**config.mk**
```make
export PLATFORM = sky130hd
export DESIGN_NAME = debug_unit
export DESIGN_NICKNAME = d
export VERILOG_FILES = /design/src/rtl/debug_unit.sv
export SDC_FILE = /design/constraint.sdc
export NUM_CORES = 1
export LEC_CHECK = 0
export BUFFER_PORTS_ARGS = -buffer_cell sky130_fd_sc_hd__buf_2
export CORE_ASPECT_RATIO = 0.8
export CORE_MARGIN = 5
export CORE_UTILIZATION = 39
export CTS_BUF_LIST = sky130_fd_sc_hd__clkbuf_8
export CTS_CLUSTER_DIAMETER = 120
export DETAILED_ROUTE_END_ITERATION = 8
export MAX_ROUTING_LAYER = met4
export PLACE_DENSITY = 0.69
export SLEW_MARGIN = 30
export SYNTH_ARGS = -nofsm -noshare
export SYNTH_HDL_FRONTEND = slang
export SYNTH_SLANG_ARGS = --single-unit
export TNS_END_PERCENT = 5
```
**constraint.sdc**
```tcl
create_clock -name i_clk -period 4.1 [get_ports i_clk]
set_clock_uncertainty 0.2 [all_clocks]
set_input_delay 0.41 -clock i_clk [delete_from_list [all_inputs] [get_ports i_clk]]
set_output_delay 0.41 -clock i_clk [all_outputs]
set_load 0.005 [all_outputs]
```
**src/rtl/debug_unit.sv**
```systemverilog
// debug_unit
//   Byte-command debug controller that sits between a UART rx/tx pair and the
//   MIPS pipeline's debug ports. Host commands:
//     'L' (0x4C) load program words (4 bytes each, MSB first) into instruction
//                memory until HALT_WORD or memory is full; also resets the PC
//     'C' (0x43) run the pipeline until i_halt, then dump
//     'S' (0x53) run the pipeline for one cycle, then dump
//     'R' (0x52) pulse the PC reset
//   A dump sends the 32 register-file words followed by NB_DMEM_WORDS
//   data-memory words, each MSB first.
//
// Ports
//   i_clk, i_reset        clock, asynchronous active-low reset
//   i_rx_data/i_rx_done   received byte and its one-cycle valid pulse
//   o_tx_data/o_tx_start  byte to send and its one-cycle start pulse
//   i_tx_done             one-cycle pulse, previous byte sent
//   o_dunit_clk_en        pipeline clock enable
//   o_dunit_reset_pc      one-cycle PC reset pulse
//   o_dunit_w_mem         instruction-memory write strobe
//   o_dunit_mem_addr      instruction-memory byte address
//   o_dunit_data_if       instruction-memory write data
//   o_dunit_addr          register-file read address
//   i_dunit_reg           register-file read data
//   o_dunit_addr_data     data-memory read byte address
//   i_dunit_mem_data      data-memory read data
//   i_halt                halt instruction reached WB
//   o_state               current state encoding (LEDs)

module debug_unit #(
    parameter int unsigned        NB_REG        = 32,
    parameter int unsigned        NB_ADDR       = 5,
    parameter int unsigned        NB_WIDHT      = 9,
    parameter int unsigned        NB_DMEM_WORDS = 32,
    parameter int unsigned        NB_IMEM_WORDS = 128,
    parameter logic [NB_REG-1:0]  HALT_WORD     = 32'hFFFF_FFFF
) (
    input  logic                i_clk,
    input  logic                i_reset,
    input  logic [7:0]          i_rx_data,
    input  logic                i_rx_done,
    output logic [7:0]          o_tx_data,
    output logic                o_tx_start,
    input  logic                i_tx_done,
    output logic                o_dunit_clk_en,
    output logic                o_dunit_reset_pc,
    output logic                o_dunit_w_mem,
    output logic [NB_REG-1:0]   o_dunit_mem_addr,
    output logic [NB_REG-1:0]   o_dunit_data_if,
    output logic [NB_ADDR-1:0]  o_dunit_addr,
    input  logic [NB_REG-1:0]   i_dunit_reg,
    output logic [NB_WIDHT-1:0] o_dunit_addr_data,
    input  logic [NB_REG-1:0]   i_dunit_mem_data,
    input  logic                i_halt,
    output logic [3:0]          o_state
);

    localparam int unsigned N_ITEMS = 32 + NB_DMEM_WORDS;
    localparam int unsigned ITEM_W  = $clog2(N_ITEMS);
    localparam int unsigned WIDX_W  = $clog2(NB_IMEM_WORDS);

    localparam logic [ITEM_W-1:0] LAST_ITEM      = ITEM_W'(N_ITEMS - 1);
    localparam logic [ITEM_W-1:0] FIRST_MEM_ITEM = ITEM_W'(32);
    localparam logic [WIDX_W-1:0] LAST_WIDX      = WIDX_W'(NB_IMEM_WORDS - 1);

    localparam logic [7:0] CMD_LOAD  = 8'h4C;
    localparam logic [7:0] CMD_CONT  = 8'h43;
    localparam logic [7:0] CMD_STEP  = 8'h53;
    localparam logic [7:0] CMD_RSTPC = 8'h52;

    typedef enum logic [3:0] {
        IDLE        = 4'd0,
        LOAD_BYTE   = 4'd1,
        LOAD_WRITE  = 4'd2,
        RUN         = 4'd3,
        STEP        = 4'd4,
        DUMP_ADDR   = 4'd5,
        DUMP_WAIT   = 4'd6,
        DUMP_SEND   = 4'd7,
        DUMP_TXWAIT = 4'd8
    } state_t;

    state_t              state;
    state_t              state_next;
    logic [NB_REG-1:0]   shift;
    logic [1:0]          byte_cnt;
    logic [WIDX_W-1:0]   word_idx;
    logic [ITEM_W-1:0]   item;
    logic                reset_pc_q;
    logic                item_is_mem;
    logic [ITEM_W-1:0]   mem_item;

    assign item_is_mem = (item >= FIRST_MEM_ITEM);
    assign mem_item    = item - FIRST_MEM_ITEM;

    // State register
    always_ff @(posedge i_clk or negedge i_reset) begin
        if (!i_reset) begin
            state <= IDLE;
        end else begin
            state <= state_next;
        end
    end

    // Next-state logic
    always_comb begin
        state_next = state;
        case (state)
            IDLE: begin
                if (i_rx_done) begin
                    case (i_rx_data)
                        CMD_LOAD: state_next = LOAD_BYTE;
                        CMD_CONT: state_next = RUN;
                        CMD_STEP: state_next = STEP;
                        default:  state_next = IDLE;
                    endcase
                end
            end
            LOAD_BYTE: begin
                if (i_rx_done && byte_cnt == 2'd3) begin
                    state_next = LOAD_WRITE;
                end
            end
            LOAD_WRITE: begin
                // The halt word itself is written before the load ends.
                if (shift == HALT_WORD || word_idx == LAST_WIDX) begin
                    state_next = IDLE;
                end else begin
                    state_next = LOAD_BYTE;
                end
            end
            RUN: begin
                if (i_halt) begin
                    state_next = DUMP_ADDR;
                end
            end
            STEP:      state_next = DUMP_ADDR;
            DUMP_ADDR: state_next = DUMP_WAIT;
            DUMP_WAIT: state_next = DUMP_SEND;
            DUMP_SEND: state_next = DUMP_TXWAIT;
            DUMP_TXWAIT: begin
                if (i_tx_done) begin
                    if (byte_cnt != 2'd3) begin
                        state_next = DUMP_SEND;
                    end else if (item == LAST_ITEM) begin
                        state_next = IDLE;
                    end else begin
                        state_next = DUMP_ADDR;
                    end
                end
            end
            default: state_next = IDLE;
        endcase
    end

    // Datapath: shift register is shared between load assembly and dump
    // serialisation; byte_cnt counts bytes within the current word.
    always_ff @(posedge i_clk or negedge i_reset) begin
        if (!i_reset) begin
            shift      <= '0;
            byte_cnt   <= '0;
            word_idx   <= '0;
            item       <= '0;
            reset_pc_q <= 1'b0;
        end else begin
            reset_pc_q <= 1'b0;
            case (state)
                IDLE: begin
                    if (i_rx_done) begin
                        if (i_rx_data == CMD_LOAD) begin
                            shift      <= '0;
                            byte_cnt   <= '0;
                            word_idx   <= '0;
                            reset_pc_q <= 1'b1;
                        end else if (i_rx_data == CMD_RSTPC) begin
                            reset_pc_q <= 1'b1;
                        end
                    end
                end
                LOAD_BYTE: begin
                    if (i_rx_done) begin
                        shift    <= {shift[NB_REG-9:0], i_rx_data};
                        byte_cnt <= byte_cnt + 2'd1;
                    end
                end
                LOAD_WRITE: begin
                    word_idx <= word_idx + 1'b1;
                    byte_cnt <= '0;
                end
                DUMP_WAIT: begin
                    shift    <= item_is_mem ? i_dunit_mem_data : i_dunit_reg;
                    byte_cnt <= '0;
                end
                DUMP_TXWAIT: begin
                    if (i_tx_done) begin
                        shift    <= {shift[NB_REG-9:0], 8'h00};
                        byte_cnt <= byte_cnt + 2'd1;
                        if (byte_cnt == 2'd3) begin
                            item <= (item == LAST_ITEM) ? '0 : item + 1'b1;
                        end
                    end
                end
                default: begin
                end
            endcase
        end
    end

    // Outputs
    always_comb begin
        o_dunit_clk_en    = 1'b0;
        o_dunit_w_mem     = 1'b0;
        o_dunit_mem_addr  = '0;
        o_dunit_data_if   = '0;
        o_tx_start        = 1'b0;
        o_tx_data         = '0;
        o_dunit_reset_pc  = reset_pc_q;
        o_state           = state;
        // Address outputs follow the item index so they stay stable for the
        // whole item; the register address parks at its last value once the
        // data-memory items begin.
        o_dunit_addr      = item_is_mem ? '1 : NB_ADDR'(item);
        o_dunit_addr_data = item_is_mem ? NB_WIDHT'({mem_item, 2'b00}) : '0;

        case (state)
            RUN, STEP: o_dunit_clk_en = !i_halt;
            LOAD_WRITE: begin
                o_dunit_w_mem    = 1'b1;
                o_dunit_mem_addr = NB_REG'({word_idx, 2'b00});
                o_dunit_data_if  = shift;
            end
            DUMP_SEND: begin
                o_tx_start = 1'b1;
                o_tx_data  = shift[NB_REG-1 -: 8];
            end
            default: begin
            end
        endcase
    end

endmodule

```
After elaboration in Yosys (flattened, before gate mapping)
Cells that the tools add are included.
- bits in registers: 52
- input bits: 77
- add/sub/neg operators: 4
- order comparisons: 1
- equality and inequality tests: 23
- reductions and logical operators: 14
- muxes and demuxes: 36
- operators with widths (operator ; count):
    two-way mux 32 bit ; 6
    one-hot mux 32 bit (4 select lines) ; 1
    one-hot mux 4 bit (9 select lines) ; 1
    equality test 32 bit, second input constant ; 1
    equality test 8 x 7 -> 1 bit, second input constant ; 4
    equality test 4 x 3 -> 1 bit, second input constant ; 4
    two-way mux 4 bit ; 4
    two-way mux 8 bit ; 2
    two-way mux 7 bit ; 2
    != test 2 bit, second input constant ; 7
    one-hot mux 7 bit (2 select lines) ; 1
    AND reduction 5 bit ; 2
    two-way mux 9 bit ; 1
    one-hot mux 3 bit (3 select lines) ; 1
    equality test 4 x 2 -> 1 bit, second input constant ; 2
    two-way mux 1 bit ; 8
    two-way mux 2 bit ; 4
    one-hot mux 2 bit (4 select lines) ; 1
    nonzero test 4 bit ; 2
    adder 7 x 1 -> 7 bit, second input constant ; 1
    equality test 7 bit, second input constant ; 1
    adder 6 x 1 -> 6 bit, second input constant ; 1
    equality test 6 bit, second input constant ; 1
    >= comparator 6 bit, second input constant ; 1
    other kinds (16) ; 19

Longest topological paths before layout
- depth in word-level cells: 5
- depth in mapped cells: 7
- mapped depth without buffers: 6

Least setup slack after synthesis
Ideal clock, no wire load.
- kind: reg2out
- start: reg state[0] (netlist: o_state[0])
- end: out o_dunit_data_if[29]
- stages on the path, launching flop included: 7
- arrival time: 1517 ps
- path slack: 1973 ps
- cell sequence: dfrtp_1 -> nand2b_1 -> or3_1 -> clkbuf_1 -> inv_2 -> clkbuf_1 -> and2_1
- longest elaborated chain between the ends: 2
- RTL lines (element ; line ; text):
    start: declaration ; 82 ; state_t state;
    start signal: assignment ; 100 ; state <= state_next;
    equality test 4 x 2 -> 1 bit ; 224 ; case (state)
    two-way mux 32 bit ; 224 ;
    end: declaration ; 48 ; output logic [NB_REG-1:0] o_dunit_data_if,
No other way between the ends.

Worst setup path after layout
- start: reg state[1] (netlist: o_state[1])
- end: out o_dunit_data_if[3]
The elaborated chain is that of the path after synthesis.

==> qor.yml <==
timing:
  fin_crit_sh: 0.760
  final-setup-viol-count: 0
  relSlewSlack: 0.443
  fin_crit_ns: 3.11
  whs_ns: 0.138
  fin_tns_setup_ns: 0
  tightest_slew_ns: 0.833
  max_freq_mhz: 321
  drv_slew: 0
  hold_viol: 0
  rsz0062_at_grt: "no"
floorplan:
  die_h_um: 97.2
  num_rows: 31
  die_w_um: 119
  die-area_sq_um: 11600
  fp.coreArea_sq_um: 9150
  io_pins: 171
  initial_core_util: 0.405
grt:
  grt_pass1_wl_um: 17100
  antenna_found_initial: 0
  grtUsageTotal: 0.183
  grt_pass1_vias: 3376
  grt_max_degree: 51
  grt-ovfl-total: 0
placement:
  gp_congestion: 0.868
  hpwlAfterDp_um: 8230
  port_buffers: 141
  postPlaceCellArea_sq_um: 4370
clocking:
  htree_levels: 2
  clk_pin_slew_worst_paths_ns: 0.09
  insertion_delay_ns: 0.31
  cts_inserted_buffers: 5
  clkSinkCount: 52
  ctsResizeCount: 0
  cts_tree: "yes"
  cts_max_path_buffers: 2
  cts-root-buf: "clkbuf_8"
synth:
  syn-instance-count: 428
  synth_xor_area_frac: 0.00709
  synth_top_family_by_area: "simple AND/OR/NAND/NOR gates"
  synth_mux_area_frac: 0.100
  synth_cell_types: 53
  yosys.area_share.adder: 0.0135
  synth_flop_cell: "dfrtp_1"
  synthArstFlopShare: 1.00
  synth-edff-count: 0
  postSynthAreaPerCell_sq_um: 8.66
  ys_ff_latch: 52
  syn-cell-area_sq_um: 3700
  synth-compound-area-share: 0.180
  yosys.area_share.simple: 0.245
  yosys_warnings: 0
  synth-seq-area-share: 0.351
route:
  ant_nets: 0
  vias: 3509
  via_per_inst: 5.26
  routed_wl_um: 10600
  drt-pass1-iter-count: 5
  drt_iter0_markers: 111
  wl_per_cell_um: 15.9
  drc_errors: 0
final_layout:
  fillers: 897
  post-route-util: 0.491
  synthToLayoutAreaGrowth_pct: 21.2
  design_area_sq_um: 4490
  fin_nets: 632
  layout_common_cells: "buf_2, and2_1, dfrtp_1, nor2_1, a21oi_1"
  ff_latch_area_sq_um: 1300
  multi_input_area_sq_um: 2150
  diodes: 0
  final_common_cell: "buf_2"
  drive_above_1_share: 0.362
setup_path:
  worstSetupEndpointType: "primary output"
  cp_max_fo: 50
  worst_setup_path_start_kind: "register"
  r2r_cells: 7
  critPathSlowestCell: "dfrtp_1"
  critical-path-max-stage-delay_ns: 0.65
  criticalPathCategory: "register to primary output"
  required_ns: 3.49
  worst-path-buf-inv: 2
  cp.arrival_ns: 2.50
  rr_startpoint: "o_state[1]"
  regToRegSetupSlack_ns: 1.20
  critPathLaunch: "o_state[1]"
  timing.rr.end: "shift[28]"
  path_delay_family: "simple AND/OR/NAND/NOR gates"
  worstPathCellList: "nand2b_1, or3_1, inv_2, and2_1, buf_2"
flow_run:
  drv_cap: 0
power:
  ir_worst_vdd_uv: 188
  power.total_mw: 1.79
  power.density_nw_per_um2: 398
  p_leak_nw: 2.18
min_path:
  hold-path-endpoint: "o_state[1]"
  hold_path_depth: 2
  min_path_type: "input port to register"
  hp-start: "i_halt"
status:
  outcome: "finished, final reports clean"
-- worst max-delay path by stage --
stage                                to  slack [ns]  cells past startpoint
floorplan           o_dunit_data_if[29]        1.97                      6
global placement              shift[28]        1.36                      7
detailed placement            shift[19]        1.22                      7
CTS                  o_dunit_data_if[3]        0.99                      5
global route         o_dunit_data_if[3]        0.78                      5
finish               o_dunit_data_if[3]        0.99                      5
-- per-stage QoR --
stage | std cells | setup WS (ns)
2_1_floorplan | 456 | 1.97
3_3_place_gp | 658 | 1.36
3_5_place_dp | 658 | 1.22
4_1_cts | 667 | 0.992
5_1_grt | 667 | 0.784
6_report | 667 | 0.985
-- routing by layer --
layer,up-vias,global-route usage,share of wire
met5,-,-,0
met4,0,0.0383,0.0085
met3,9,0.0308,0.061
met2,115,0.287,0.47
met1,1678,0.251,0.46
li1,1707,-,-
-- Yosys cell counts, drive strengths merged, types with 4 or more instances --
master	instances	area, sq um
a21oi	38	190
a22oi	32	240
and2	53	332
buf	45	299
clkbuf	14	52.6
dfrtp	52	1300
ha	4	50.1
inv	7	26.3
mux2	32	360
nand2	17	63.8
nand3	6	30.0
nand4	9	56.3
nor2	47	176
nor3	4	25.0
nor4	5	46.3
o21ai	14	70.1
or2	5	31.3
-- logic make-up after synthesis --
logic type | after synthesis
buffers and inverters | 66
muxes | 33
and+or+nand+nor | 164
other | 1
xor gates and xnor gates | 3
DFF | 52
adders and majority gates | 4
AOI/OAI and AO/OA | 105
-- area by class of cell --
class	instances	share of cell area
Tap cell	115	0.0320
Inverter	7	0.00585
Multi-Input combinational cell	338	0.479
Timing Repair Buffer	147	0.168
Clock buffer	5	0.0153
Sequential cell	52	0.290
Clock inverter	3	0.0103
-- state kept, by name (all words and copies together), names as in the netlist --
register / cells
word_idx: 7
shift: 32
byte_cnt: 2
o_dunit_reset_pc: 1
item: 6
o_state: 4
-- repair_timing --
action	in CTS	in global routing
setup endpoints to repair	0	0
buffers inserted	0	0
hold endpoints to repair	14	0
hold buffers	1	0
-- power by group --
part | switching (mW) | internal, mW | total, mW
combinational | 0.246 | 0.224 | 0.470
sequential | 0.242 | 0.715 | 0.957
clock | 0.177 | 0.184 | 0.361
(Power assumes the default switching activity.)
